<file path="src/rtl/mult_sched_if.sv">
`default_nettype none
// +--------------------------------------------------------------------+
// | mult_sched_if : requester-side bus of the shared multiplier sched.  |
// | rev 1.0                                                            |
// +--------------------------------------------------------------------+
interface mult_sched_if #(
  parameter int NREQ = 3,
  parameter int W    = 8
);
  logic [NREQ-1:0]   req_valid;
  logic [NREQ*W-1:0] req_x;
  logic [NREQ*W-1:0] req_y;
  logic [NREQ-1:0]   req_ready;
  logic              res_valid;
  logic [1:0]        res_id;
  logic [2*W-1:0]    res_data;

  modport master (
    output req_valid, req_x, req_y,
    input  req_ready, res_valid, res_id, res_data
  );

  modport slave (
    input  req_valid, req_x, req_y,
    output req_ready, res_valid, res_id, res_data
  );
endinterface
`default_nettype wire

</file>
<file path="src/rtl/mult_sched.sv">
`default_nettype none
// +--------------------------------------------------------------------+
// | mult_sched : round-robin scheduler sharing one bit-serial multiplier |
// | rev 1.0                                                            |
// +--------------------------------------------------------------------+
module mult_sched #(
  parameter int NREQ    = 3,
  parameter int W       = 8,
  parameter int TIMEOUT = 32
) (
  input  wire logic           clk,
  input  wire logic           rst,
  mult_sched_if.slave         bus,
  output logic                err,
  output logic                mult_rst_n,
  output logic                mult_start,
  output logic [W-1:0]        mult_x,
  output logic [W-1:0]        mult_y,
  input  wire logic [2*W-1:0] mult_out,
  input  wire logic           mult_finished
);

  localparam int IW = 2;
  localparam int CW = $clog2(TIMEOUT);

  typedef enum logic [1:0] {
    IDLE   = 2'd0,
    LAUNCH = 2'd1,
    BUSY   = 2'd2,
    DONE   = 2'd3
  } state_t;

  state_t            state_q;
  state_t            state_d;
  logic [IW-1:0]     rr_ptr;
  logic [IW-1:0]     gid;
  logic [IW-1:0]     grant_id;
  logic              grant_any;
  logic [NREQ-1:0]   grant_oh;
  logic [CW-1:0]     wd_cnt;
  logic              wd_fire;
  logic              transfer;

  function automatic logic [IW-1:0] wrap(input int v);
    return (v >= NREQ) ? IW'(v - NREQ) : IW'(v);
  endfunction

  // Walk the offsets from the far end back to rr_ptr so the last hit wins,
  // i.e. the first valid requester at or after rr_ptr.
  always_comb begin
    grant_id  = '0;
    grant_any = 1'b0;
    for (int k = NREQ - 1; k >= 0; k--) begin
      if (bus.req_valid[wrap(int'(rr_ptr) + k)]) begin
        grant_id  = wrap(int'(rr_ptr) + k);
        grant_any = 1'b1;
      end
    end
  end

  assign grant_oh      = grant_any ? (NREQ'(1) << grant_id) : '0;
  assign bus.req_ready = (state_q == IDLE) ? grant_oh : '0;
  assign transfer      = (state_q == IDLE) && grant_any;

  assign wd_fire    = (state_q == BUSY) && !mult_finished &&
                      (wd_cnt == CW'(TIMEOUT - 1));
  assign mult_start = (state_q == LAUNCH);

  assign bus.res_valid = (state_q == DONE);
  assign bus.res_id    = (state_q == DONE) ? gid : '0;

  always_ff @(posedge clk) begin
    if (rst) state_q <= IDLE;
    else     state_q <= state_d;
  end

  always_comb begin
    state_d = state_q;
    case (state_q)
      IDLE:    if (transfer) state_d = LAUNCH;
      LAUNCH:  state_d = BUSY;
      BUSY:    if (mult_finished || wd_fire) state_d = DONE;
      DONE:    state_d = IDLE;
      default: state_d = IDLE;
    endcase
  end

  always_ff @(posedge clk) begin
    if (rst) begin
      rr_ptr       <= '0;
      gid          <= '0;
      mult_x       <= '0;
      mult_y       <= '0;
      bus.res_data <= '0;
      err          <= 1'b0;
      wd_cnt       <= '0;
      mult_rst_n   <= 1'b0;
    end else begin
      // One-cycle low pulse kicks a hung multiplier back to its idle state.
      mult_rst_n <= ~wd_fire;

      if (transfer) begin
        mult_x <= bus.req_x[int'(grant_id) * W +: W];
        mult_y <= bus.req_y[int'(grant_id) * W +: W];
        gid    <= grant_id;
        rr_ptr <= wrap(int'(grant_id) + 1);
      end

      if (state_q == LAUNCH) begin
        wd_cnt <= '0;
      end else if (state_q == BUSY) begin
        if (mult_finished) begin
          bus.res_data <= mult_out;
        end else if (wd_fire) begin
          err          <= 1'b1;
          bus.res_data <= '0;
        end else begin
          wd_cnt <= wd_cnt + 1'b1;
        end
      end
    end
  end

endmodule
`default_nettype wire
</file>
<file path="src/flat_wrapper.sv">
// flat-port wrapper written by rule: the top's interface ports become plain ports
module mult_sched_flat 
#(
  parameter int NREQ    = 3,
  parameter int W       = 8,
  parameter int TIMEOUT = 32
)
  (clk, rst, err, mult_rst_n, mult_start, mult_x, mult_y, mult_out, mult_finished, bus_req_valid, bus_req_x, bus_req_y, bus_req_ready, bus_res_valid, bus_res_id, bus_res_data);
  mult_sched_if #(.NREQ(NREQ), .W(W)) bus_i ();
  input  wire logic clk;
  input  wire logic rst;
  output logic err;
  output logic mult_rst_n;
  output logic mult_start;
  output logic [W-1:0] mult_x;
  output logic [W-1:0] mult_y;
  input  wire logic [2*W-1:0] mult_out;
  input  wire logic mult_finished;
  input wire logic [$bits(bus_i.req_valid)-1:0] bus_req_valid;
  input wire logic [$bits(bus_i.req_x)-1:0] bus_req_x;
  input wire logic [$bits(bus_i.req_y)-1:0] bus_req_y;
  output wire logic [$bits(bus_i.req_ready)-1:0] bus_req_ready;
  output wire logic [$bits(bus_i.res_valid)-1:0] bus_res_valid;
  output wire logic [$bits(bus_i.res_id)-1:0] bus_res_id;
  output wire logic [$bits(bus_i.res_data)-1:0] bus_res_data;
  assign bus_i.req_valid = bus_req_valid;
  assign bus_i.req_x = bus_req_x;
  assign bus_i.req_y = bus_req_y;
  assign bus_req_ready = bus_i.req_ready;
  assign bus_res_valid = bus_i.res_valid;
  assign bus_res_id = bus_i.res_id;
  assign bus_res_data = bus_i.res_data;
  mult_sched #(.NREQ(NREQ), .W(W), .TIMEOUT(TIMEOUT)) u_core (.clk(clk), .rst(rst), .bus(bus_i), .err(err), .mult_rst_n(mult_rst_n), .mult_start(mult_start), .mult_x(mult_x), .mult_y(mult_y), .mult_out(mult_out), .mult_finished(mult_finished));
endmodule
</file>
<file path="config.mk">
export PLATFORM = sky130hd
export DESIGN_NAME = mult_sched_flat
export DESIGN_NICKNAME = d
export VERILOG_FILES = /design/src/rtl/mult_sched_if.sv /design/src/rtl/mult_sched.sv /design/src/flat_wrapper.sv
export SDC_FILE = /design/constraint.sdc
export NUM_CORES = 1
export LEC_CHECK = 0
export ABC_AREA = 1
export CAP_MARGIN = 20
export CORE_UTILIZATION = 35
export CTS_BUF_LIST = sky130_fd_sc_hd__clkbuf_8 sky130_fd_sc_hd__clkbuf_16
export DETAILED_ROUTE_END_ITERATION = 10
export DONT_BUFFER_PORTS = 1
export PLACE_DENSITY = 0.47
export SLEW_MARGIN = 20
export SYNTH_ARGS = -nofsm -noshare
export SYNTH_HDL_FRONTEND = slang
export SYNTH_SLANG_ARGS = --single-unit
export TNS_END_PERCENT = 5
</file>
<file path="constraint.sdc">
create_clock -name clk -period 2.6 [get_ports clk]
set_clock_uncertainty 0.2 [all_clocks]
set_input_delay 0.13 -clock clk [delete_from_list [all_inputs] [get_ports clk]]
set_output_delay 0.13 -clock clk [all_outputs]
set_load 0.02 [all_outputs]
</file>
Yosys cells after proc, flatten, opt, wreduce, memory -nomap -nowiden
Cells that the tools add are included.
{ "op_classes": {"add_sub_neg": 8, "magnitude_cmp": 7, "n_eq_ne": 6, "shift": 3, "mux": 24, "n_bitwise": 3, "reduce_logical": 12} }
{ "ops": {"columns": ["cell", "n"], "rows": [
  ["$shiftx 24x6->8", 2],
  ["$mux 16", 2],
  ["$mux 2", 10],
  ["$ge 3x2->1 const B", 3],
  ["$lt 2x3->1 const B", 3],
  ["$pmux 2 s4", 1],
  ["$add 2x1->3 const B", 2],
  ["$bmux 1 s2", 3],
  ["$mux 1", 6],
  ["$mux 3", 2],
  ["$reduce_and 3->1", 2],
  ["$add 5x1->5 const B", 1],
  ["$eq 5x5->1 const B", 1],
  ["$eq 2x2->1 const B", 2],
  ["$reduce_and 4->1", 1],
  ["$sub 2x1->2 const B", 2],
  ["$sub 2x2->2 const B", 2],
  ["$add 2x2->3 const B", 1],
  ["$logic_and 1x1->1", 3],
  ["$not 1->1", 3],
  ["$shl 1x2->3 const A", 1],
  ["$eq 2x1->1 const B", 1],
  ["$ge 2x2->1 const B", 1],
  ["$logic_not 2->1", 1],
  ["7 further kinds", 7]
]} }
{ "totals": {"ff_bits": 45, "input_bits": 70, "output_inout_bits": 41, "word_cells": 72} }

Longest topological paths before layout
Gate-level depths: netlist of the first run.
{ "logic_depth": {"ltp_word": 11, "ltp_mapped": 15, "depth_no_buf": 14} }

Least setup slack after synthesis of the first run
No wires, ideal clock.
{ "synth_timing": {"path_type": "register to output", "start": "register u_core.rr_ptr[0]", "end": "output port bus_req_ready[0]", "arrival_ns": 2.012, "t_required_ns": 2.270, "slack_ns": 0.258, "path_stages_with_launch": 14, "path_buffers": 1, "path_cell_list": "dfxtp_1 > inv_1 > ha_1 > inv_2 > nand2_1 > nand3_1 > nand2_1 > nand2_1 > nand2_1 > nand2_1 > nand2_2 > buf_4 > inv_1 > nor3_1"} }
{ "synth_between": {"elab_chain_len": 11, "elab_cells_between_ends": 26, "classes_between": "add/sub: 5; order compare: 3; shift: 1; mux: 17"} }
{ "synth_rtl": {"columns": ["item", "line_no", "source"], "rows": [
  ["from (decl)", "mult_sched.sv:35", "logic [IW-1:0] rr_ptr;"],
  ["from (signal assigned)", "mult_sched.sv:106", "rr_ptr <= wrap(int'(grant_id) + 1);"],
  ["$add 2x2->3", "mult_sched.sv:54, mult_sched.sv:55", null],
  ["$ge 3x2->1 or $sub 2x2->2 (tied branches)", "mult_sched.sv:45", "return (v >= NREQ) ? IW'(v - NREQ) : IW'(v);"],
  ["$mux 2", "mult_sched.sv:45", null],
  ["$bmux 1 s2", "mult_sched.sv:54", "if (bus.req_valid[wrap(int'(rr_ptr) + k)]) begin"],
  ["$mux 1 (not written as such)", "mult_sched.sv:54", null],
  ["$mux 2 (3 in a row)", "mult_sched.sv:54", null],
  ["$shl 1x2->3", "mult_sched.sv:61", "assign grant_oh = grant_any ? (NREQ'(1) << grant_id) : '0;"],
  ["$mux 3 *", "mult_sched.sv:61", null],
  ["$mux 3 *", "mult_sched.sv:62", "assign bus.req_ready = (state_q == IDLE) ? grant_oh : '0;"],
  ["to (decl)", "flat_wrapper.sv:22", "output wire logic [$bits(bus_i.req_ready)-1:0] bus_req_ready;"]
]} }
Every way passes the cells marked *; elsewhere a longest branch is shown, timed or not. The select of a mux whose other input is x is not followed.

Final worst setup path of the first run
{ "layout_timing": {"start": "register u_core.wd_cnt[0]", "end": "register u_core.bus.res_data[11]"} }
{ "layout_between": {"elab_chain_len": 4} }
{ "layout_rtl": {"columns": ["item", "line_no", "source"], "rows": [
  ["from (decl)", "mult_sched.sv:40", "logic [CW-1:0] wd_cnt;"],
  ["from (signal assigned)", "mult_sched.sv:118", "wd_cnt <= wd_cnt + 1'b1;"],
  ["$eq 5x5->1", "mult_sched.sv:66", "(wd_cnt == CW'(TIMEOUT - 1));"],
  ["$logic_and 1x1->1", "mult_sched.sv:65", "assign wd_fire = (state_q == BUSY) && !mult_finished &&"],
  ["$reduce_bool 2->1 (no source line)", null, null],
  ["$reduce_and 3->1 (no source line)", null, null],
  ["to (signal assigned)", "mult_sched.sv:113", "bus.res_data <= mult_out;"],
  ["to (decl)", "mult_sched_if.sv:25", "output req_ready, res_valid, res_id, res_data"]
]} }
No other way between the ends.
A chain may end at the register's enable or synchronous reset.

==> key figures, run 1 <==
STA
  – Total Neg Setup Slack: 0 ns
  – RSZ-0062 raised after global routing: yes
  – Total of endpoints with negative setup slack in the final report: 0
  – Fin. Hold Viols: 1
  – Number of slew-limit violations in the final report: 0
  – Maximum operating frequency: 396.0 MHz
  – Final hold slack: -0.0006833 ns
  – Slew of the pin with the lowest slew margin: 0.4101 ns
  – Tightest slew margin relative to the limit: between 70% and 80%
  – Time the final worst path needs with I/O delays and setup: approximately 2.5 ns
  – Final cycle utilization of the critical path: 97.13%

Global route
  – Total gr overflow: 0
  – Largest net degree at the start of global routing: 42
  – Wire length of the first global-routing pass: roughly 13 mm
  – Number of antenna violations at the first check in global routing: 0
  – Aggregate global-route resource usage: between 10% and 20%
  – Via count of the first global-routing pass: 2891

Clocking
  – Maximum level of the CTS H-tree: 2
  – Clock sink total: 45
  – Number of buffers created by CTS: 5
  – Clock tree buffer depth: 2
  – Clock Root Buffer: sky130_fd_sc_hd__clkbuf_8
  – Clock tree from TritonCTS: done
  – Insertion delay to the later sink of the worst-skew pair: 0.31 ns
  – Clock slew at reported path FFs: around 0.1 ns

Job
  – Number of violations of the max-capacitance limit: 0

Pwr
  – Share of total power in the clock network: roughly a tenth
  – Sequential cell fraction of total power: 27.5%
  – Part of the total power dissipated in combinational logic: between 60% and 70%
  – PD cells: between 1000 and 1500 mW/mm2
  – Leakage power of the design: 1.702 nW
  – P_int: 1.977 mW
  – Maximum ir drop on the vdd rail: 0.9611 mV
  – Net switching share of the total power: between 50 and 60%
  – NetSw: 2.402 mW

Route
  – Post-detailed-routing wire length: 8.367 mm
  – Met3 Wirelength: 457 um
  – Detailed-routed wire length on met2: 3.873 mm
  – Wl on met1: approximately 3.8 mm
  – Detail-routed net length per standard cell: 13.72 um
  – Length of the first detailed-routing pass in iterations: 9
  – Residual DRC: 0
  – Remaining number of nets flagged by the antenna check after routing: 0
  – Vias: 3035
  – Count of routing violations after the opening detailed-route iteration: 112
  – Uppermost metal layer occupied by signal nets: met4
  – Detail-routed via count per cell: 4.975

Place
  – Routability Congestion: 0.8320
  – Total of buffers placed on input and output ports: 0
  – HPWL reported at the end of detailed placement: 5.306 mm
  – Number of cells in the design after placement: 529

Yosys
  – Proportion of netlist area held by the largest area contributor: 32.30%
  – Largest area contributor in the synthesized netlist: sky130_fd_sc_hd__dfxtp_1
  – Number of warnings issued by yosys: 0
  – Post-synthesis cell type count: 30
  – Synth Register Bits: 45
  – Top cells by area, synth: sky130_fd_sc_hd__dfxtp_1 (32%), sky130_fd_sc_hd__nor2_1 (13%), sky130_fd_sc_hd__nand2_1 (11%), sky130_fd_sc_hd__nand3_1 (7.4%), sky130_fd_sc_hd__inv_1 (7.3%)
  – Number of standard cells after synthesis: 437
  – Cell area after technology mapping: roughly 0.0028 mm2
  – Sequential cell area fraction in the yosys report: between 30% and 40%
  – Syn_area_per_cell: about 6.4 um2
  – Post-Synthesis Net Count: 518

Die
  – Initial Util: 36.09%
  – Row cnt: 32
  – Total I/O pin count: 111
  – Height of the die: 91.27 um
  – Core Box Area: just under 0.008 mm2
  – Die span in x: 91.27 um
  – Full die area: 0.008329 mm2

Finish
  – Fin nets: 588
  – Syn-to-layout area delta: 34.23%
  – Number of cells in the finished layout apart from fillers: 610
  – Fraction of layout instances using a drive strength above 1: 9.843%
  – Number of antenna diodes: 0

Setup path
  – Sort of element at the start of the critical path: register
  – Critical path class: reg2reg
  – Critical path peak fanout: 8
  – CP Capture Type: register
  – Required arrival time at the worst endpoint: roughly 2.6 ns
  – Crit path arrival time: 2.56 ns

Status
  – Run status: finished with violations
  – Violated checks: negative hold slack

Hold path
  – Path type of the worst min-delay path: in2reg
-- power by group through the flow --
stage | clock, mW | sequential [mW] | combinational (mW)
3_3_place_gp | 0 | 1.22 | 2.54
6_report | 0.463 | 1.20 | 2.71
2_1_floorplan | 0 | 1.16 | 2.12
4_1_cts | 0.487 | 1.20 | 2.67
5_1_grt | 0.507 | 1.23 | 3.04
3_5_place_dp | 0 | 1.22 | 2.56
-- sequential cells by signal, summed over array words and instances, names as in the netlist --
signal               cells
u_core.state_q           2
u_core.mult_y            8
u_core.rr_ptr            2
u_core.bus.res_data     16
u_core.gid               2
u_core.mult_x            8
u_core.err               1
u_core.wd_cnt            5
u_core.mult_rst_n        1
-- cell type report --
cell class | count | area, um2
Multi-Input combinational cell | 312 | 1569
Inverter | 59 | 226.5
Fill cell | 805 | 3984
Clock buffer | 5 | 68.82
Clock inverter | 3 | 25.02
Tap cell | 102 | 127.6
Timing Repair Buffer | 84 | 822.0
Sequential cell | 45 | 904.6
-- worst paths after layout --
path                            startpoint                              endpoint  slack, ns  cells after the start
min reg2reg  u_core.wd_cnt[3]$_SDFFE_PP0P_         u_core.wd_cnt[3]$_SDFFE_PP0P_       0.27                      2
min                           bus_req_x[9]         u_core.mult_x[1]$_SDFFE_PP0P_    -0.0007                      6
max reg2reg  u_core.wd_cnt[0]$_SDFFE_PP0P_  u_core.bus.res_data[11]$_SDFFE_PP0P_       0.07                     12
max          u_core.wd_cnt[0]$_SDFFE_PP0P_  u_core.bus.res_data[11]$_SDFFE_PP0P_       0.07                     12
-- cells in the mapped netlist --
| cell | number |
|---|---|
| sky130_fd_sc_hd__a21oi_1 | 20 |
| sky130_fd_sc_hd__nor2_4 | 1 |
| sky130_fd_sc_hd__nor2_8 | 1 |
| sky130_fd_sc_hd__o21ai_2 | 1 |
| sky130_fd_sc_hd__nand2_1 | 81 |
| sky130_fd_sc_hd__inv_1 | 54 |
| sky130_fd_sc_hd__xor2_1 | 1 |
| sky130_fd_sc_hd__o21ai_0 | 20 |
| sky130_fd_sc_hd__buf_1 | 1 |
| sky130_fd_sc_hd__buf_2 | 7 |
| sky130_fd_sc_hd__inv_4 | 1 |
| sky130_fd_sc_hd__nor3_1 | 4 |
| sky130_fd_sc_hd__clkbuf_1 | 9 |
| sky130_fd_sc_hd__nand3_2 | 4 |
| sky130_fd_sc_hd__nand2_2 | 3 |
| sky130_fd_sc_hd__inv_2 | 4 |
| sky130_fd_sc_hd__o21ai_1 | 1 |
| sky130_fd_sc_hd__buf_6 | 2 |
| sky130_fd_sc_hd__nand2_4 | 3 |
| sky130_fd_sc_hd__dfxtp_1 | 45 |
| sky130_fd_sc_hd__ha_1 | 11 |
| sky130_fd_sc_hd__nand3_1 | 41 |
| sky130_fd_sc_hd__buf_8 | 1 |
| sky130_fd_sc_hd__nor2_1 | 96 |
| sky130_fd_sc_hd__o21bai_1 | 1 |
| sky130_fd_sc_hd__buf_4 | 1 |
| sky130_fd_sc_hd__nand2_8 | 1 |
| sky130_fd_sc_hd__a211oi_1 | 4 |
| sky130_fd_sc_hd__nand4_1 | 17 |
| sky130_fd_sc_hd__xnor2_1 | 1 |
-- metrics by stage --
stage                     power, mW  setup slack [ns]  util [%]  instance area [um2]
after detailed placement      3.780            0.2772     37.29                 2882
after floorplan               3.282            0.2576         -                 2789
final                         4.378           0.07457     48.45                 3744
after global placement        3.755            0.3283     37.29                 2882
after global routing          4.774          -0.09001     48.45                 3744
after CTS                     4.356           0.02217     47.83                 3696
-- layer usage --
metal / GRT usage, % / up-vias
li1: - / 1522
met1: 24.59 / 1389
met2: 32.77 / 107
met3: 4.020 / 17
met4: 7.804 / 0
met5: 0 / -
-- logic make-up (layout without fill, tap and decap cells) --
kind of cell / count (synthesis) / after routing / synth area share [%]
DFF: 45 / 45 / 32.30
and+or+nand+nor: 252 / 252 / 40.87
adders and majority gates: 11 / 11 / 4.935
AOI/OAI and AO/OA: 47 / 47 / 9.018
buffers and inverters: 80 / 151 / 12.25
xor gates and xnor gates: 2 / 2 / 0.6282
-- what timing repair did --
action | 4_1_cts | 5_1_grt
buffers inserted | 0 | 1
gates resized for setup | 0 | 14
hold buffers | 71 | 1
endpoints found under the hold margin | 45 | 1
endpoints found under the setup margin | 0 | 19
-- worst max-delay path, cell delays in order (launching register included) --
cell,delay (ns)
sky130_fd_sc_hd__dfxtp_2,0.36
sky130_fd_sc_hd__ha_2,0.18
sky130_fd_sc_hd__nand2_1,0.06
sky130_fd_sc_hd__nor2_1,0.09
sky130_fd_sc_hd__ha_1,0.14
sky130_fd_sc_hd__inv_1,0.04
sky130_fd_sc_hd__o21bai_1,0.17
sky130_fd_sc_hd__nand2_1,0.13
sky130_fd_sc_hd__nor2_4,0.15
sky130_fd_sc_hd__buf_4,0.18
sky130_fd_sc_hd__nand3_1,0.08
sky130_fd_sc_hd__dlygate4sd3_1,0.56
sky130_fd_sc_hd__a21oi_1,0.12
-- cell usage in the layout (no fill, tap or decap), types with 3 or more instances in the layout --
master,instances
sky130_fd_sc_hd__nand4_1,17
sky130_fd_sc_hd__inv_2,3
sky130_fd_sc_hd__dfxtp_2,3
sky130_fd_sc_hd__buf_4,12
sky130_fd_sc_hd__inv_1,54
sky130_fd_sc_hd__nand2_2,4
sky130_fd_sc_hd__a211oi_1,4
sky130_fd_sc_hd__a21oi_1,18
sky130_fd_sc_hd__clkbuf_8,5
sky130_fd_sc_hd__nor2_1,95
sky130_fd_sc_hd__nand2_1,80
sky130_fd_sc_hd__dlygate4sd3_1,70
sky130_fd_sc_hd__dfxtp_1,42
sky130_fd_sc_hd__nand3_1,41
sky130_fd_sc_hd__ha_1,9
sky130_fd_sc_hd__o21ai_0,20
sky130_fd_sc_hd__nor3_1,4
sky130_fd_sc_hd__nand2_4,3
sky130_fd_sc_hd__nand3_2,4
No activity file was read; power rests on OpenSTA's default activity.
==> run 2: changes to the inputs <==
Settings changed: CTS_BUF_LIST sky130_fd_sc_hd__clkbuf_8 sky130_fd_sc_hd__clkbuf_16 to sky130_fd_sc_hd__clkbuf_4, REMOVE_ABC_BUFFERS from default to 1.
==> key figures, run 2 (synthesis results as in run 1) <==
Setup path
  – Critical path class: reg2reg
  – CP Capture Type: register
  – Launch point of the worst path: u_core.wd_cnt[0]$_SDFFE_PP0P_
  – Sort of element at the start of the critical path: register
  – Required arrival time at the worst endpoint: 2.70 ns
  – WP depth: 12
  – Setup crit end: u_core.bus.res_data[2]$_SDFFE_PP0P_
  – Setup slack on the worst flop-to-flop path: 0.12 ns
  – CP dominant cell by count: sky130_fd_sc_hd__nand2_1
  – Worst R2R Path Depth: 12
  – Crit path arrival time: 2.57 ns
  – CP max stage delay: 0.56 ns
  – Critical path peak fanout: 8
  – Cell Chain, Critical Path: ha_2 -> nand2_1 -> nor2_1 -> ha_1 -> inv_1 -> o21bai_1 -> nand2_1 -> nor2_4 -> buf_4 -> nand3_1 -> dlygate4sd3_1 -> a21oi_1
  – Number of buffers and inverters on the critical path: 3
  – Worst-path cell with the longest stage delay: sky130_fd_sc_hd__dlygate4sd3_1
  – Reg2Reg Capture Point: u_core.bus.res_data[2]$_SDFFE_PP0P_
  – Startpoint of the most critical register-to-register path: u_core.wd_cnt[0]$_SDFFE_PP0P_
  – Crit-path leading delay family: buffers and inverters

STA
  – Time the final worst path needs with I/O delays and setup: 2.477 ns
  – Maximum operating frequency: about 400 MHz
  – Number of slew-limit violations in the final report: 0
  – Tightest slew margin relative to the limit: 70.62%
  – Total of endpoints with negative setup slack in the final report: 0
  – Fin. Hold Viols: 0
  – RSZ-0062 raised after global routing: yes
  – Slew of the pin with the lowest slew margin: 0.4396 ns
  – Final cycle utilization of the critical path: 95.26%

Global route
  – Wire length of the first global-routing pass: roughly 14 mm
  – Aggregate global-route resource usage: 20.39%
  – Total gr overflow: 0
  – Number of antenna violations at the first check in global routing: 0
  – Largest net degree at the start of global routing: 42
  – Via count of the first global-routing pass: 2972

Route
  – Count of routing violations after the opening detailed-route iteration: 150
  – Detail-routed via count per cell: 4.966
  – Detail-routed net length per standard cell: ~14 um
  – Vias: ~3100
  – Post-detailed-routing wire length: approximately 9 mm
  – Residual DRC: 0
  – Length of the first detailed-routing pass in iterations: 4
  – Remaining number of nets flagged by the antenna check after routing: 0

Clocking
  – Clock sink total: 45
  – Clock slew at reported path FFs: 0.13 ns
  – Number of buffers created by CTS: 5
  – Insertion delay to the later sink of the worst-skew pair: approximately 0.34 ns
  – Clock Root Buffer: sky130_fd_sc_hd__clkbuf_4
  – Maximum level of the CTS H-tree: 2
  – Clock tree buffer depth: 2
  – Clock tree from TritonCTS: done

Die
  – Initial Util: 36.09%
  – Total I/O pin count: 111
  – Core Box Area: 0.007727 mm2
  – Row cnt: 32
  – Full die area: 0.008329 mm2
  – Die span in x: 91.27 um
  – Height of the die: approximately 91 um

Place
  – HPWL reported at the end of detailed placement: about 5.3 mm
  – Routability Congestion: 0.7934
  – Total of buffers placed on input and output ports: 0
  – Number of cells in the design after placement: 529

Finish
  – Number of antenna diodes: 0
  – Fin nets: 602
  – Most frequent cells in the layout: sky130_fd_sc_hd__nor2_1 (94), sky130_fd_sc_hd__dlygate4sd3_1 (81), sky130_fd_sc_hd__nand2_1 (80), sky130_fd_sc_hd__inv_1 (53)
  – Fraction of layout instances using a drive strength above 1: between 10% and 20%
  – Syn-to-layout area delta: 39.35%
  – Registers with the most flip-flops: u_core.bus.res_data (16), u_core.mult_x (8), u_core.mult_y (8)
  – Largest register FFs: 16
  – Number of cells in the finished layout apart from fillers: just over 600
  – Register ranked first by flip-flop count: u_core.bus.res_data
  – Commonest non-fill, non-tap cell in the layout: sky130_fd_sc_hd__nor2_1

Job
  – Number of violations of the max-capacitance limit: 0

Pwr
  – Leakage power of the design: 1.746 nW
  – Power Total: 4.326 mW
  – Maximum ir drop on the vdd rail: 0.6725 mV
  – PD cells: 1113 mW/mm2

Hold path
  – Path type of the worst min-delay path: in2reg

Status
  – Run status: finished clean
==> run 2: worst min-delay path by stage <==
| stage | slack (ns) | end | startpoint | cells after the start |
|---|---|---|---|---|
| finish | 0.03 | u_core.wd_cnt[1]$_SDFFE_PP0P_ | mult_finished | 4 |
| global route | 0.06 | u_core.wd_cnt[3]$_SDFFE_PP0P_ | mult_finished | 5 |
| CTS | 0.008 | u_core.wd_cnt[1]$_SDFFE_PP0P_ | mult_finished | 4 |
| detailed placement | 0.004 | u_core.bus.res_data[3]$_SDFFE_PP0P_ | rst | 1 |
| global placement | 0.002 | u_core.bus.res_data[3]$_SDFFE_PP0P_ | rst | 1 |
| floorplan | -0.0009 | u_core.bus.res_data[0]$_SDFFE_PP0P_ | rst | 1 |
==> run 2: where the power goes <==
part | internal, mW | switching (mW) | leakage, nW
registers | 0.890 | 0.324 | 0.369
clock network | 0.0976 | 0.223 | 0.0247
logic | 0.959 | 1.83 | 1.35
==> run 2: timing repair <==
item / in CTS / in global routing
endpoints found under the setup margin: 3 / 19
buffers inserted: 0 / 1
pin swaps: 0 / 2
hold endpoints to repair: 45 / 3
gates cloned: 0 / 1
resized for setup: 3 / 25
hold buffers: 84 / 1
==> run 2: final cells by class <==
class,instances,area (um2)
flip-flops and latches,45,908.4
well taps,102,127.6
clock buffers,5,37.54
fillers,779,3841
multi-input cells,312,1600
clock inverters,2,11.26
inverters,59,231.5
repair buffers,98,969.7
==> run 2: per-stage QoR <==
step | hold slack (ns) | util (%) | TNS [ns] | setup slack (ns) | instance area, um2
global route | 0.05664 | 50.29 | -0.8379 | -0.07257 | 3886
finish | 0.02947 | 50.29 | 0 | 0.1234 | 3886
floorplan | -0.0009342 | - | 0 | 0.3090 | 2671
CTS | 0.007769 | 49.17 | 0 | 0.002370 | 3800
global placement | 0.002341 | 37.29 | 0 | 0.3531 | 2882
detailed placement | 0.004065 | 37.29 | 0 | 0.2670 | 2882
==> run 2: worst register-to-register path, stage by stage, from the launching register on <==
cell	delay (ns)
sky130_fd_sc_hd__dfxtp_2	0.37
sky130_fd_sc_hd__ha_2	0.18
sky130_fd_sc_hd__nand2_1	0.06
sky130_fd_sc_hd__nor2_1	0.10
sky130_fd_sc_hd__ha_1	0.14
sky130_fd_sc_hd__inv_1	0.05
sky130_fd_sc_hd__o21bai_1	0.15
sky130_fd_sc_hd__nand2_1	0.13
sky130_fd_sc_hd__nor2_4	0.12
sky130_fd_sc_hd__buf_4	0.18
sky130_fd_sc_hd__nand3_1	0.08
sky130_fd_sc_hd__dlygate4sd3_1	0.56
sky130_fd_sc_hd__a21oi_1	0.12
==> run 2: metal layers <==
layer | vias to the layer above | wire, um | GRT usage, %
li1 | 1548 | - | -
met1 | 1430 | 3967 | 25.83
met2 | 96 | 4205 | 34.66
met3 | 20 | 414 | 3.350
met4 | 0 | 178 | 7.540
met5 | - | 0 | 0
